==> config.mk <==
export PLATFORM = sky130hd
export DESIGN_NAME = exe_dmem_req
export DESIGN_NICKNAME = d
export VERILOG_FILES = /design/src/rtl/exe_dmem_req.sv
export SDC_FILE = /design/constraint.sdc
export NUM_CORES = 1
export LEC_CHECK = 0
export CORE_MARGIN = 10
export CORE_UTILIZATION = 30
export DETAILED_ROUTE_END_ITERATION = 8
export GPL_ROUTABILITY_DRIVEN = 0
export HOLD_SLACK_MARGIN = 0.15
export PLACE_DENSITY_LB_ADDON = 0.2
export SLEW_MARGIN = 20
export SYNTH_ARGS = -nofsm -noshare
export SYNTH_HDL_FRONTEND = slang
export SYNTH_SLANG_ARGS = --single-unit
==> constraint.sdc <==
create_clock -name clk -period 4.7 [get_ports clk]
set_clock_uncertainty 0.2 [all_clocks]
set_input_delay 0.94 -clock clk [delete_from_list [all_inputs] [get_ports clk]]
set_output_delay 0.94 -clock clk [all_outputs]
set_load 0.005 [all_outputs]
==> src/rtl/exe_dmem_req.sv <==
// EXE-stage data-memory request issuer: drives the SRAM-like request port and drops responses of flushed requests.
// Optional alignment exception check is compiled in with DMEM_ALE_CHECK_EN.
module exe_dmem_req #(
   parameter int DISCARD_W = 2
) (
   input  logic        clk,
   input  logic        resetn,
   input  logic        flush,
   input  logic        exe_valid,
   input  logic        exe_mem_en,
   input  logic        exe_mem_we,
   input  logic [1:0]  exe_mem_size,
   input  logic [31:0] exe_addr,
   input  logic [31:0] exe_wdata,
   input  logic        exe_ex,
   input  logic        mem_ex,
   input  logic        wb_ex,
   input  logic        mem_allowin,
   input  logic        mem_waiting,
   output logic        exe_req_ready_go,
   output logic        exe_wait_data_ok,
   output logic        data_sram_req,
   output logic        data_sram_wr,
   output logic [1:0]  data_sram_size,
   output logic [3:0]  data_sram_wstrb,
   output logic [31:0] data_sram_addr,
   output logic [31:0] data_sram_wdata,
   input  logic        data_sram_addr_ok,
   input  logic        data_sram_data_ok,
   output logic        mem_data_ok,
   output logic        ale
);

   localparam int SW = DISCARD_W + 2;

   typedef enum logic [1:0] {S_IDLE, S_REQ, S_ACCEPTED} state_t;

   state_t               state_reg;
   logic                 cancel_reg;
   logic [DISCARD_W-1:0] discard_cnt_reg;
   logic                 wr_reg;
   logic [1:0]           size_reg;
   logic [3:0]           wstrb_reg;
   logic [31:0]          addr_reg;
   logic [31:0]          wdata_reg;

   logic                 mem_type;
   logic                 issue;
   logic                 in_idle;
   logic                 accept_now;
   logic [3:0]           fmt_wstrb;
   logic [31:0]          fmt_wdata;
   logic                 inc_exe;
   logic                 inc_mem;
   logic                 dec;
   logic [SW-1:0]        cnt_sum;
   logic                 cnt_ovf;

`ifdef DMEM_ALE_CHECK_EN
   assign ale = exe_valid & exe_mem_en & ~exe_ex &
                (((exe_mem_size == 2'd1) & exe_addr[0]) |
                 ((exe_mem_size == 2'd2) & (exe_addr[1:0] != 2'b00)));
`else
   assign ale = 1'b0;
`endif

   assign mem_type   = exe_valid & exe_mem_en & ~exe_ex & ~mem_ex & ~wb_ex & ~ale;
   assign issue      = mem_type & ~flush;
   assign in_idle    = (state_reg == S_IDLE);
   assign accept_now = in_idle & issue & data_sram_addr_ok;

   always_comb begin
      fmt_wdata = exe_wdata;
      fmt_wstrb = 4'b1111;
      case (exe_mem_size)
         2'd0: begin
            fmt_wdata = {4{exe_wdata[7:0]}};
            fmt_wstrb = 4'b0001 << exe_addr[1:0];
         end
         2'd1: begin
            fmt_wdata = {2{exe_wdata[15:0]}};
            fmt_wstrb = 4'b0011 << {exe_addr[1], 1'b0};
         end
         default: begin
            fmt_wdata = exe_wdata;
            fmt_wstrb = 4'b1111;
         end
      endcase
      if (!exe_mem_we) fmt_wstrb = 4'b0000;
   end

   // Fresh requests come straight from EXE; a stalled one replays the latched copy
   assign data_sram_req   = in_idle ? issue : (state_reg == S_REQ);
   assign data_sram_wr    = in_idle ? exe_mem_we   : wr_reg;
   assign data_sram_size  = in_idle ? exe_mem_size : size_reg;
   assign data_sram_wstrb = in_idle ? fmt_wstrb    : wstrb_reg;
   assign data_sram_addr  = in_idle ? exe_addr     : addr_reg;
   assign data_sram_wdata = in_idle ? fmt_wdata    : wdata_reg;

   assign exe_req_ready_go = ~mem_type | (state_reg == S_ACCEPTED) | accept_now;
   assign exe_wait_data_ok = (state_reg == S_ACCEPTED) | accept_now;

   assign mem_data_ok = data_sram_data_ok & (discard_cnt_reg == '0);

   assign inc_exe = ((state_reg == S_REQ) & data_sram_addr_ok & (cancel_reg | flush)) |
                    ((state_reg == S_ACCEPTED) & flush);
   assign inc_mem = flush & mem_waiting & ~data_sram_data_ok;
   assign dec     = data_sram_data_ok & (discard_cnt_reg != '0);
   assign cnt_sum = SW'(discard_cnt_reg) + SW'(inc_exe) + SW'(inc_mem) - SW'(dec);
   assign cnt_ovf = cnt_sum > SW'((1 << DISCARD_W) - 1);

   always_ff @(posedge clk or negedge resetn) begin
      if (!resetn) begin
         state_reg       <= S_IDLE;
         cancel_reg      <= 1'b0;
         discard_cnt_reg <= '0;
         wr_reg          <= 1'b0;
         size_reg        <= 2'd0;
         wstrb_reg       <= 4'd0;
         addr_reg        <= 32'd0;
         wdata_reg       <= 32'd0;
      end else begin
         discard_cnt_reg <= cnt_sum[DISCARD_W-1:0];
         case (state_reg)
            S_IDLE: begin
               if (issue) begin
                  if (data_sram_addr_ok) begin
                     state_reg <= S_ACCEPTED;
                  end else begin
                     state_reg <= S_REQ;
                     wr_reg    <= exe_mem_we;
                     size_reg  <= exe_mem_size;
                     wstrb_reg <= fmt_wstrb;
                     addr_reg  <= exe_addr;
                     wdata_reg <= fmt_wdata;
                  end
               end
            end
            S_REQ: begin
               // The bus handshake must complete even when the instruction is dead
               if (data_sram_addr_ok) begin
                  if (cancel_reg | flush) begin
                     state_reg  <= S_IDLE;
                     cancel_reg <= 1'b0;
                  end else begin
                     state_reg <= S_ACCEPTED;
                  end
               end else if (flush) begin
                  cancel_reg <= 1'b1;
               end
            end
            S_ACCEPTED: begin
               if (flush | mem_allowin) state_reg <= S_IDLE;
            end
            default: state_reg <= S_IDLE;
         endcase
      end
   end

   assert property (@(posedge clk) disable iff (!resetn) !cnt_ovf);

endmodule

Yosys cells after proc, flatten, opt, wreduce, memory -nomap -nowiden:

Cells that the tools add are included.

* bits in registers: 76
* bits of input ports: 79
* output and inout bits: 76

* add/sub/neg operators: 3
* equal/unequal tests: 7
* shift operators: 2
* muxes and demuxes: 18
* bitwise gates (word level): 27
* reduce and logical (&&, ||, !) cells: 8

Operators with widths (count)
* 2-to-1 mux 32 bit: 2
* case mux 32 bit (2 select lines): 1
* bitwise AND 1 bit: 14
* 2-to-1 mux 2 bit: 6
* AND reduction 3 bit: 3
* 2-to-1 mux 4 bit: 2
* case mux 4 bit (2 select lines): 1
* inverter 1 bit: 7
* zero test 2 bit: 3
* OR 1 bit: 6
* case mux 2 bit (3 select lines): 1
* 2-to-1 mux 1 bit: 5
* adder 2 x 1 -> 2 bit: 2
* == test 2 x 1 -> 1 bit, second input constant: 2
* != test 2 x 1 -> 1 bit, second input constant: 2
* != test 2 bit, second input constant: 2
* nonzero test 2 bit: 2
* left shift 1 x 2 -> 4 bit, first input constant: 1
* left shift 2 x 2 -> 4 bit, first input constant: 1
* == test 2 bit, second input constant: 1
* subtractor 2 x 1 -> 2 bit: 1

Logic depth before layout (Yosys ltp):

Gate-level depths: netlist of the first run.

* word-level depth: 8
* mapped depth: 7
* gate-level depth less buffers: 6

Least setup slack after synthesis of the first run:

OpenSTA, ideal clock, no wires.

* path type: input to output
* start point: input exe_mem_size[0]
* end point: output data_sram_wdata[25]
* data arrival time: 2.098 ns
* required time: 3.560 ns
* slack: 1.462 ns
* stages on the path: 5
* path buffers: 2
* path through: clkbuf_1 -> buf_1 -> mux2i_1 -> o21ai_0 -> mux2_2

* word-level cells in the longest chain between the ends: 3
* elaborated cells on any way between the ends: 4
* those cells by class: eq/ne: 1; mux: 2; reduce/logical: 1

Ends and longest elaborated chain
* start, declared: line 12 `input logic [1:0] exe_mem_size,`
* == test 2 x 1 -> 1 bit or zero test 2 bit (tied branches): line 75 `case (exe_mem_size)`
* case mux 32 bit (2 select lines) *: line 75
* 2-to-1 mux 32 bit *: line 98 `assign data_sram_wdata = in_idle ? fmt_wdata : wdata_reg;`
* end, declared: line 27 `output logic [31:0] data_sram_wdata,`

Mark *: on every way between the ends. The rest lies on a longest branch, timed or not.

Worst setup path after layout of the first run:

* start point: input exe_mem_size[0]
* end point: output data_sram_wdata[8]

The elaborated chain is that of the path after synthesis.

==> qor.csv, run 1 <==
stage,metric,value,unit
clock_network,cts bufs inserted,9,
min_path,Hold Crit Class,register to register,
clock_network,Clock Latency Late Sink,0.34,ns
critical_path,Crit-path slowest cell,nor2_1,
critical_path,Critical Path RT,3.56,ns
grt,largest net degree at the start of global routing,77,
route,per-cell routed wire length,17.97,um
grt,vias in the first global route,4034,
finish,Final Core Density,0.4461,
finish,share of layout cells above drive strength 1,0.1499,
critical_path,CP max stage delay,0.71,ns
yosys,Synth Area in Simple Gates,0.1524,
yosys,register bit count reported by yosys,76,
route,initial drt markers,208,
yosys,xor/xnor cell area share of the yosys netlist,0.003937,
critical_path,Setup CP Type,input port to primary output,
placed_design,"Cell Area, Placed",6120,sq um
clock_network,CTS tree,yes,
yosys,largest family of logic cells by synthesized area,multiplexers,
timing,FMAX,236.1,MHz
yosys,Syn Nets,543,
critical_path,crit-path cells,"clkdlybuf4s50_1, nor2_1, mux2i_1, o21ai_0, clkdlybuf4s50_1",
placed_design,Detail Placement HPWL,10300,um
die,die height,141.8,um
timing,Worst-Margin Slew,0.8994,ns
finish,"Cell Count, Final, Fillers Out",792,
timing,Worst Slack Setup Final,0.4653,ns
grt,first-pass GRT wire length,23070,um
die,core area,14530,sq um
clock_network,H-tree depth,3,
clock_network,TritonCTS Sinks,76,
power,PD cells,306.9,nW/um^2
critical_path,crit-path max FO,8,
finish,fill count,1407,
yosys,Most used DFF post-synth,dfrtp_1,
timing,Final Setup Violations,0,
yosys,Synth area leader,dfrtp_1,
clock_network,Post-CTS Setup Repair Bufs,0,
yosys,Syn Area/Cell,9.630,sq um
placed_design,placed cells,774,
power,leakage power,3.049,nW
clock_network,Root Buffer,clkbuf_16,
critical_path,crit end category,primary output,
run,maxcap violations,0,
outcome,outcome,"complete, no violations",
yosys,post-synthesis compound-gate area fraction,0.1161,
yosys,top post-synthesis cells by count,"nand2_1, dfrtp_1, mux2_4",
route,TritonRoute pass-1 iters,4,
yosys,area fraction of the dominant cell type after synthesis,0.4274,
yosys,Async SR Flop Fraction,1.000,
route,DRC errors left,0,
clock_network,hold buffers post-CTS,0,
die,Row Count,44,
yosys,Synth Area in Adders,0.007312,
yosys,top post-synthesis cells by area,"dfrtp_1, mux2_4, nand2_1, mux2i_1, o21ai_0",
timing,RSZ-0062 raised after global routing,false,
route,vias per inst,4.842,
clock_network,CTS resizes,0,
timing,Max Slew Vio Count,0,
finish,Layout Cell Area excl Fill,6484,sq um
die,initial cell density of the core,0.3061,
yosys,number of synthesized flops with an enable pin,0,
yosys,Cells after Synth,462,
die,Die Footprint,20100,sq um
yosys,mux cell area share after synthesis,0.2455,
clock_network,Worst-path clk slew,0.06,ns
finish,nets,684,
die,I/O pins,155,
route,Vias,3835,
grt,initial antenna violation count,1,
yosys,Syn Std Cell Area,4449,sq um
grt,total global-route track usage,0.1429,
yosys,yosys warns,0,
route,Routed WL,14240,um
timing,Fin. Hold Viols,0,
finish,area delta synth->final,45.73,%
timing,Rel. slew slack,0.3982,
placed_design,pre-CTS setup slack,0.4727,ns
timing,fin crit period,4.235,ns
power,"IR drop worst, VDD",0.0001564,V
timing,crit share post-route,0.9010,
placed_design,I/O Buffers,153,
route,Routed Antenna Nets,0,
die,Die Wd,141.8,um
timing,Final TNS setup,0,ns
critical_path,cell mode on critical path,clkdlybuf4s50_1,
yosys,Synth cell types,35,
critical_path,Worst setup SP type,input port,
yosys,"Seq/Total Area, Yosys",0.4274,
critical_path,WP data arrival,3.09,ns
yosys,most numerous cell in the Yosys netlist,nand2_1,
grt,grt ovf,0,
clock_network,CTS Buffer Depth,2,
## per-stage QoR
step	hold WS, ns	power [mW]
2_1_floorplan	0.2690	1.022
3_3_place_gp	0.2836	1.257
3_5_place_dp	0.2914	1.272
4_1_cts	0.3047	2.025
5_1_grt	0.3302	2.104
6_report	0.3034	1.990
## cell usage in the layout (no fill, tap or decap), types with 2 or more instances in the layout
cell type        synthesis  final
nor2_1                   4      3
inv_1                    6      6
buf_16                   0      2
o21a_1                   2      2
o21ai_0                 48     48
clkbuf_16                0      9
a31oi_1                  2      2
dfrtp_1                 76     76
buf_4                    1     12
bufinv_16                0      2
mux2i_1                 24     24
o32a_1                   2      2
mux2_4                  50     50
a21oi_1                  5      5
nand2b_1                 2      2
o31ai_1                 24     24
mux2_2                   9      9
clkinv_2                 0      2
nand2_1                153    153
clkdlybuf4s50_1          0    152
nand3b_1                 2      2
## worst max-delay path: cells and delay by family
kind                   cells  cell delay (ns)
buffers and inverters      2             1.03
AOI/OAI and AO/OA          1             0.22
and+or+nand+nor            1             0.71
muxes                      1             0.20
## cells by family after synthesis
group	Yosys count
buffers and inverters	42
AND/OR/NAND/NOR	170
flip-flops	76
multiplexers	83
AO/OA/AOI/OAI	86
XOR/XNOR	2
adder cells (fa/ha/maj)	2
other	1
## layout make-up
type / instances / area (sq um) / area share
Multi-Input combinational cell: 344 / 2354 / 0.3630
Sequential cell: 76 / 1902 / 0.2933
Timing Repair Buffer: 166 / 1667 / 0.2570
Tap cell: 184 / 230.2 / 0.03551
Clock buffer: 10 / 229.0 / 0.03531
Clock inverter: 5 / 77.57 / 0.01196
Inverter: 6 / 22.52 / 0.003474
Antenna cell: 1 / 2.502 / 0.0003860
## routing by layer
metal	share of wire	wire length, um	vias up	global-route usage
met5	0	0	-	0
met4	0.0067	95	0	0.03335
met3	0.096	1363	11	0.05908
met2	0.46	6485	160	0.2186
met1	0.44	6291	1807	0.1830
li1	-	-	1857	-
## worst paths after layout
check	start	to	slack, ns	cells past startpoint
max in group asynchronous	resetn	wdata_reg[0]	3.36	2
hold reg to reg	wdata_reg[24]	wdata_reg[24]	0.30	1
setup reg to reg	state_reg[0]	addr_reg[25]	2.29	4
min in group asynchronous	resetn	addr_reg[3]	0.35	1
hold / removal	wdata_reg[24]	wdata_reg[24]	0.30	1
setup / recovery	exe_mem_size[0]	data_sram_wdata[8]	0.47	5
## report_power, final
group,internal [mW],switching (mW)
registers,0.747,0.0551
clock network,0.460,0.268
logic,0.280,0.178
No activity file was read; power rests on OpenSTA's default activity.
==> run 2, diff against run 1 <==
--- a/config.mk
+++ b/config.mk
@@ -7,6 +7,7 @@
 export LEC_CHECK = 0
 export CORE_MARGIN = 10
 export CORE_UTILIZATION = 30
+export CTS_BUF_LIST = sky130_fd_sc_hd__clkbuf_4
 export DETAILED_ROUTE_END_ITERATION = 8
 export GPL_ROUTABILITY_DRIVEN = 0
 export HOLD_SLACK_MARGIN = 0.15
==> qor.csv, run 2 (synthesized netlist as in run 1, its figures left out) <==
stage,metric,value,unit
outcome,outcome,"complete, no violations",
die,Die Wd,141.8,um
critical_path,r2r startpoint,state_reg[0],
finish,share of layout cells above drive strength 1,0.1502,
timing,RSZ-0062 raised after global routing,false,
power,"IR drop worst, VDD",0.0001340,V
route,Routed WL,14220,um
timing,crit share post-route,0.9016,
clock_network,Clock Latency Late Sink,0.45,ns
critical_path,R2R setup slack,2.27,ns
placed_design,"Cell Area, Placed",6120,sq um
timing,fin crit period,4.237,ns
run,maxcap violations,0,
finish,"commonest non-fill, non-tap cell in the layout",nand2_1,
clock_network,CTS Buffer Depth,2,
route,Vias,3776,
clock_network,hold buffers post-CTS,0,
timing,Rel. slew slack,0.4055,
route,Routed Antenna Nets,0,
placed_design,I/O Buffers,153,
placed_design,Detail Placement HPWL,10300,um
timing,Max Slew Vio Count,0,
die,Row Count,44,
power,PD cells,271.7,nW/um^2
die,initial cell density of the core,0.3061,
grt,initial antenna violation count,1,
min_path,Hold Crit Class,input port to async pin,
timing,Worst-Margin Slew,0.8884,ns
finish,nets,683,
clock_network,CTS tree,yes,
route,initial drt markers,226,
grt,total global-route track usage,0.1429,
die,Die Footprint,20100,sq um
route,vias per inst,4.774,
critical_path,r2r endpoint,addr_reg[8],
timing,Final TNS setup,0,ns
finish,area delta synth->final,41.73,%
route,per-cell routed wire length,17.97,um
route,TritonRoute pass-1 iters,5,
critical_path,WP data arrival,3.10,ns
grt,vias in the first global route,4029,
finish,"commonest non-fill, non-tap cells in the layout","nand2_1, clkdlybuf4s50_1, dfrtp_1",
route,DRC errors left,0,
power,leakage power,2.972,nW
die,core area,14530,sq um
grt,grt ovf,0,
timing,Final Setup Violations,0,
timing,FMAX,236.0,MHz
critical_path,Worst Setup SP,exe_mem_size[0],
critical_path,Critical Path RT,3.56,ns
critical_path,CP endpoint,data_sram_wdata[13],
critical_path,crit-path max FO,8,
clock_network,CTS resizes,0,
grt,largest net degree at the start of global routing,77,
die,I/O pins,155,
clock_network,TritonCTS Sinks,76,
clock_network,cts bufs inserted,9,
critical_path,Setup CP Type,input port to primary output,
clock_network,Worst-path clk slew,0.12,ns
grt,first-pass GRT wire length,23070,um
clock_network,Root Buffer,clkbuf_4,
clock_network,Post-CTS Setup Repair Bufs,0,
timing,Fin. Hold Viols,0,
critical_path,Worst setup SP type,input port,
clock_network,H-tree depth,3,
finish,fill count,1433,
critical_path,R2R cell count,4,
die,die height,141.8,um
critical_path,crit end category,primary output,
finish,Layout Cell Area excl Fill,6306,sq um
## run 2: cell count changes in the layout (fill, tap and decap cells not counted), sizes merged
cell and change:
buf -1
## run 2: stage by stage
| step | hold WS, ns | utilization | instances | total power [mW] | worst slack [ns] |
|---|---|---|---|---|---|
| floorplan | 0.2690 | - | 462 | 1.022 | 1.462 |
| global placement | 0.2836 | 0.4211 | 774 | 1.257 | 0.5372 |
| detailed placement | 0.2914 | 0.4211 | 774 | 1.272 | 0.4727 |
| CTS | 0.3199 | 0.4316 | 789 | 1.743 | 0.4455 |
| global route | 0.3000 | 0.4339 | 791 | 1.827 | 0.3338 |
| finish | 0.2962 | 0.4339 | 791 | 1.713 | 0.4626 |
## run 2: worst max-delay path, cell delays in order
cell,delay [ns]
clkdlybuf4s50_1,0.48
nor2_1,0.71
mux2i_1,0.24
o21ai_0,0.20
clkdlybuf4s50_1,0.53
## run 2: worst min path at each step
stage,cells after the start,endpoint,slack (ns)
floorplan,1,discard_cnt_reg[1],0.27
global placement,1,wdata_reg[24],0.28
detailed placement,1,wdata_reg[24],0.29
CTS,2,wdata_reg[12],0.32
global route,1,addr_reg[3],0.30
finish,1,addr_reg[6],0.30
## run 2: cell type report
cell class              instances  area (sq um)  area share
well taps                     184         230.2     0.03651
clock buffers                  10         75.07     0.01190
diodes                          1         2.502   0.0003968
repair buffers                165          1643      0.2605
flip-flops and latches         76          1902      0.3016
multi-input cells             344          2354      0.3732
clock inverters                 5         77.57     0.01230
inverters                       6         22.52    0.003571
## run 2: metal layers
| layer | share of wire | vias up | global-route usage |
|---|---|---|---|
| li1 | - | 1850 | - |
| met1 | 0.45 | 1786 | 0.1834 |
| met2 | 0.46 | 130 | 0.2184 |
| met3 | 0.084 | 10 | 0.06108 |
| met4 | 0.0066 | 0 | 0.03012 |
| met5 | 0 | - | 0 |
## run 2: power by group
part / internal [mW] / leakage [nW] / switching [mW]
Clock: 0.217 / 0.0822 / 0.240
Sequential: 0.746 / 1.01 / 0.0550
Combinational: 0.278 / 1.88 / 0.178
Total: 1.24 / 2.97 / 0.473
==> run 3, diff against run 2 <==
--- a/config.mk
+++ b/config.mk
@@ -5,9 +5,12 @@
 export SDC_FILE = /design/constraint.sdc
 export NUM_CORES = 1
 export LEC_CHECK = 0
+export CELL_PAD_IN_SITES_DETAIL_PLACEMENT = 1
+export CELL_PAD_IN_SITES_GLOBAL_PLACEMENT = 1
 export CORE_MARGIN = 10
-export CORE_UTILIZATION = 30
+export CORE_UTILIZATION = 38
 export CTS_BUF_LIST = sky130_fd_sc_hd__clkbuf_4
+export CTS_CLUSTER_DIAMETER = 30
 export DETAILED_ROUTE_END_ITERATION = 8
 export GPL_ROUTABILITY_DRIVEN = 0
 export HOLD_SLACK_MARGIN = 0.15
==> qor.csv, run 3 (synthesized netlist as in run 1, its figures left out) <==
stage,metric,value,unit
grt,vias in the first global route,4195,
timing,Final TNS setup,0,ns
critical_path,r2r endpoint,addr_reg[20],
route,DRC errors left,0,
die,Die Footprint,16440,sq um
clock_network,cts bufs inserted,9,
finish,"commonest non-fill, non-tap cells in the layout","nand2_1, clkdlybuf4s50_1, dfrtp_1",
clock_network,CTS tree,yes,
finish,fill count,1307,
critical_path,CP max stage delay,0.82,ns
critical_path,cell mode on critical path,clkdlybuf4s50_1,
route,met2 WL,7387,um
route,wl on met1,6282,um
power,PD cells,258.1,nW/um^2
finish,share of layout cells above drive strength 1,0.1480,
timing,Final Setup Violations,0,
critical_path,crit end category,primary output,
finish,nets,684,
die,Row Count,39,
route,TritonRoute pass-1 iters,4,
finish,"commonest non-fill, non-tap cell in the layout",nand2_1,
finish,area delta synth->final,39.43,%
timing,crit share post-route,0.8918,
route,routed wl met3,1084,um
route,per-cell routed wire length,19.77,um
finish,Layout Cell Area excl Fill,6203,sq um
route,Vias,3941,
die,die height,128.2,um
route,Routed Antenna Nets,0,
run,maxcap violations,0,
timing,Max Slew Vio Count,0,
clock_network,Clock Latency Late Sink,0.45,ns
clock_network,CTS Buffer Depth,2,
placed_design,placed cells,735,
timing,RSZ-0062 raised after global routing,false,
power,leakage power,2.950,nW
die,initial cell density of the core,0.3897,
critical_path,crit-path cells,"clkdlybuf4s50_1, buf_4, mux2i_1, o21ai_0, mux2_2, clkdlybuf4s50_1",
outcome,outcome,"complete, no violations",
clock_network,H-tree depth,3,
critical_path,Worst setup SP type,input port,
clock_network,CTS resizes,0,
route,initial drt markers,158,
route,Routed WL,14870,um
grt,grt ovf,0,
critical_path,Crit-path slowest cell,clkdlybuf4s50_1,
die,Die Wd,128.2,um
route,DR top layer,met4,
critical_path,r2r startpoint,state_reg[0],
critical_path,WP data arrival,3.05,ns
grt,initial antenna violation count,1,
placed_design,I/O Buffers,153,
timing,Hold WS,0.2681,ns
timing,Fin. Hold Viols,0,
grt,total global-route track usage,0.1800,
critical_path,R2R cell count,5,
min_path,Hold Crit Class,input port to async pin,
placed_design,"Cell Area, Placed",6096,sq um
die,core area,11420,sq um
die,I/O pins,155,
critical_path,R2R setup slack,2.09,ns
critical_path,Critical Path RT,3.56,ns
clock_network,Post-CTS Setup Repair Bufs,0,
critical_path,crit-path max FO,12,
grt,largest net degree at the start of global routing,77,
placed_design,Detail Placement HPWL,10980,um
clock_network,hold buffers post-CTS,0,
timing,Rel. slew slack,0.3789,
timing,FMAX,238.6,MHz
critical_path,Setup CP Type,input port to primary output,
clock_network,Root Buffer,clkbuf_4,
route,vias per inst,5.241,
finish,"Cell Count, Final, Fillers Out",752,
timing,fin crit period,4.191,ns
timing,Worst-Margin Slew,0.9295,ns
clock_network,Worst-path clk slew,0.12,ns
grt,first-pass GRT wire length,23500,um
power,"IR drop worst, VDD",0.0001843,V
finish,Final Core Density,0.5433,
clock_network,TritonCTS Sinks,76,
run 3: cell count changes in the layout (fill, tap and decap cells not counted), sizes merged:
| cell | before | now |
|---|---|---|
| buf | 13 | 14 |
| clkinv | 2 | 6 |
| clkbuf | 10 | 9 |
| bufinv | 2 | 0 |
run 3: cell type report:
type	count	area [sq um]	area share
antenna	1	2.502	0.0004034
clock inverter	7	33.78	0.005446
inverter	6	22.52	0.003630
clock buffer	9	67.56	0.01089
timing repair buffer	166	1643	0.2648
sequential	76	1902	0.3066
tap	143	178.9	0.02884
multi-input combinational	344	2354	0.3794
run 3: worst max-delay path by stage:
stage | end | cells past startpoint | startpoint
2_1_floorplan | data_sram_wdata[25] | 5 | exe_mem_size[0]
3_3_place_gp | data_sram_wdata[27] | 6 | exe_mem_size[0]
3_5_place_dp | data_sram_wdata[27] | 6 | exe_mem_size[0]
4_1_cts | data_sram_wdata[26] | 6 | exe_mem_size[0]
5_1_grt | data_sram_wdata[27] | 6 | exe_mem_size[0]
6_report | data_sram_wdata[26] | 6 | exe_mem_size[0]
run 3: stage by stage:
step	setup slack [ns]	total power [mW]
floorplan	1.462	1.022
global placement	0.5469	1.253
detailed placement	0.4838	1.273
CTS	0.4851	1.627
global route	0.4196	1.704
finish	0.5085	1.601
run 3: critical path: cells and delay by family:
family / cells / cell delay (ns)
AO/OA/AOI/OAI: 1 / 0.12
buffers and inverters: 3 / 1.51
multiplexers: 2 / 0.47
run 3: layer usage:
layer  up-vias  GRT usage
li1       1864          -
met1      1958     0.2205
met2       107     0.2929
met3        12    0.06369
met4         0    0.04768
met5         -          0
run 3: power by group:
group          internal [mW]  switching [mW]
Sequential             0.746          0.0558
Clock                  0.100           0.245
Combinational          0.278           0.176
Total                   1.12           0.477
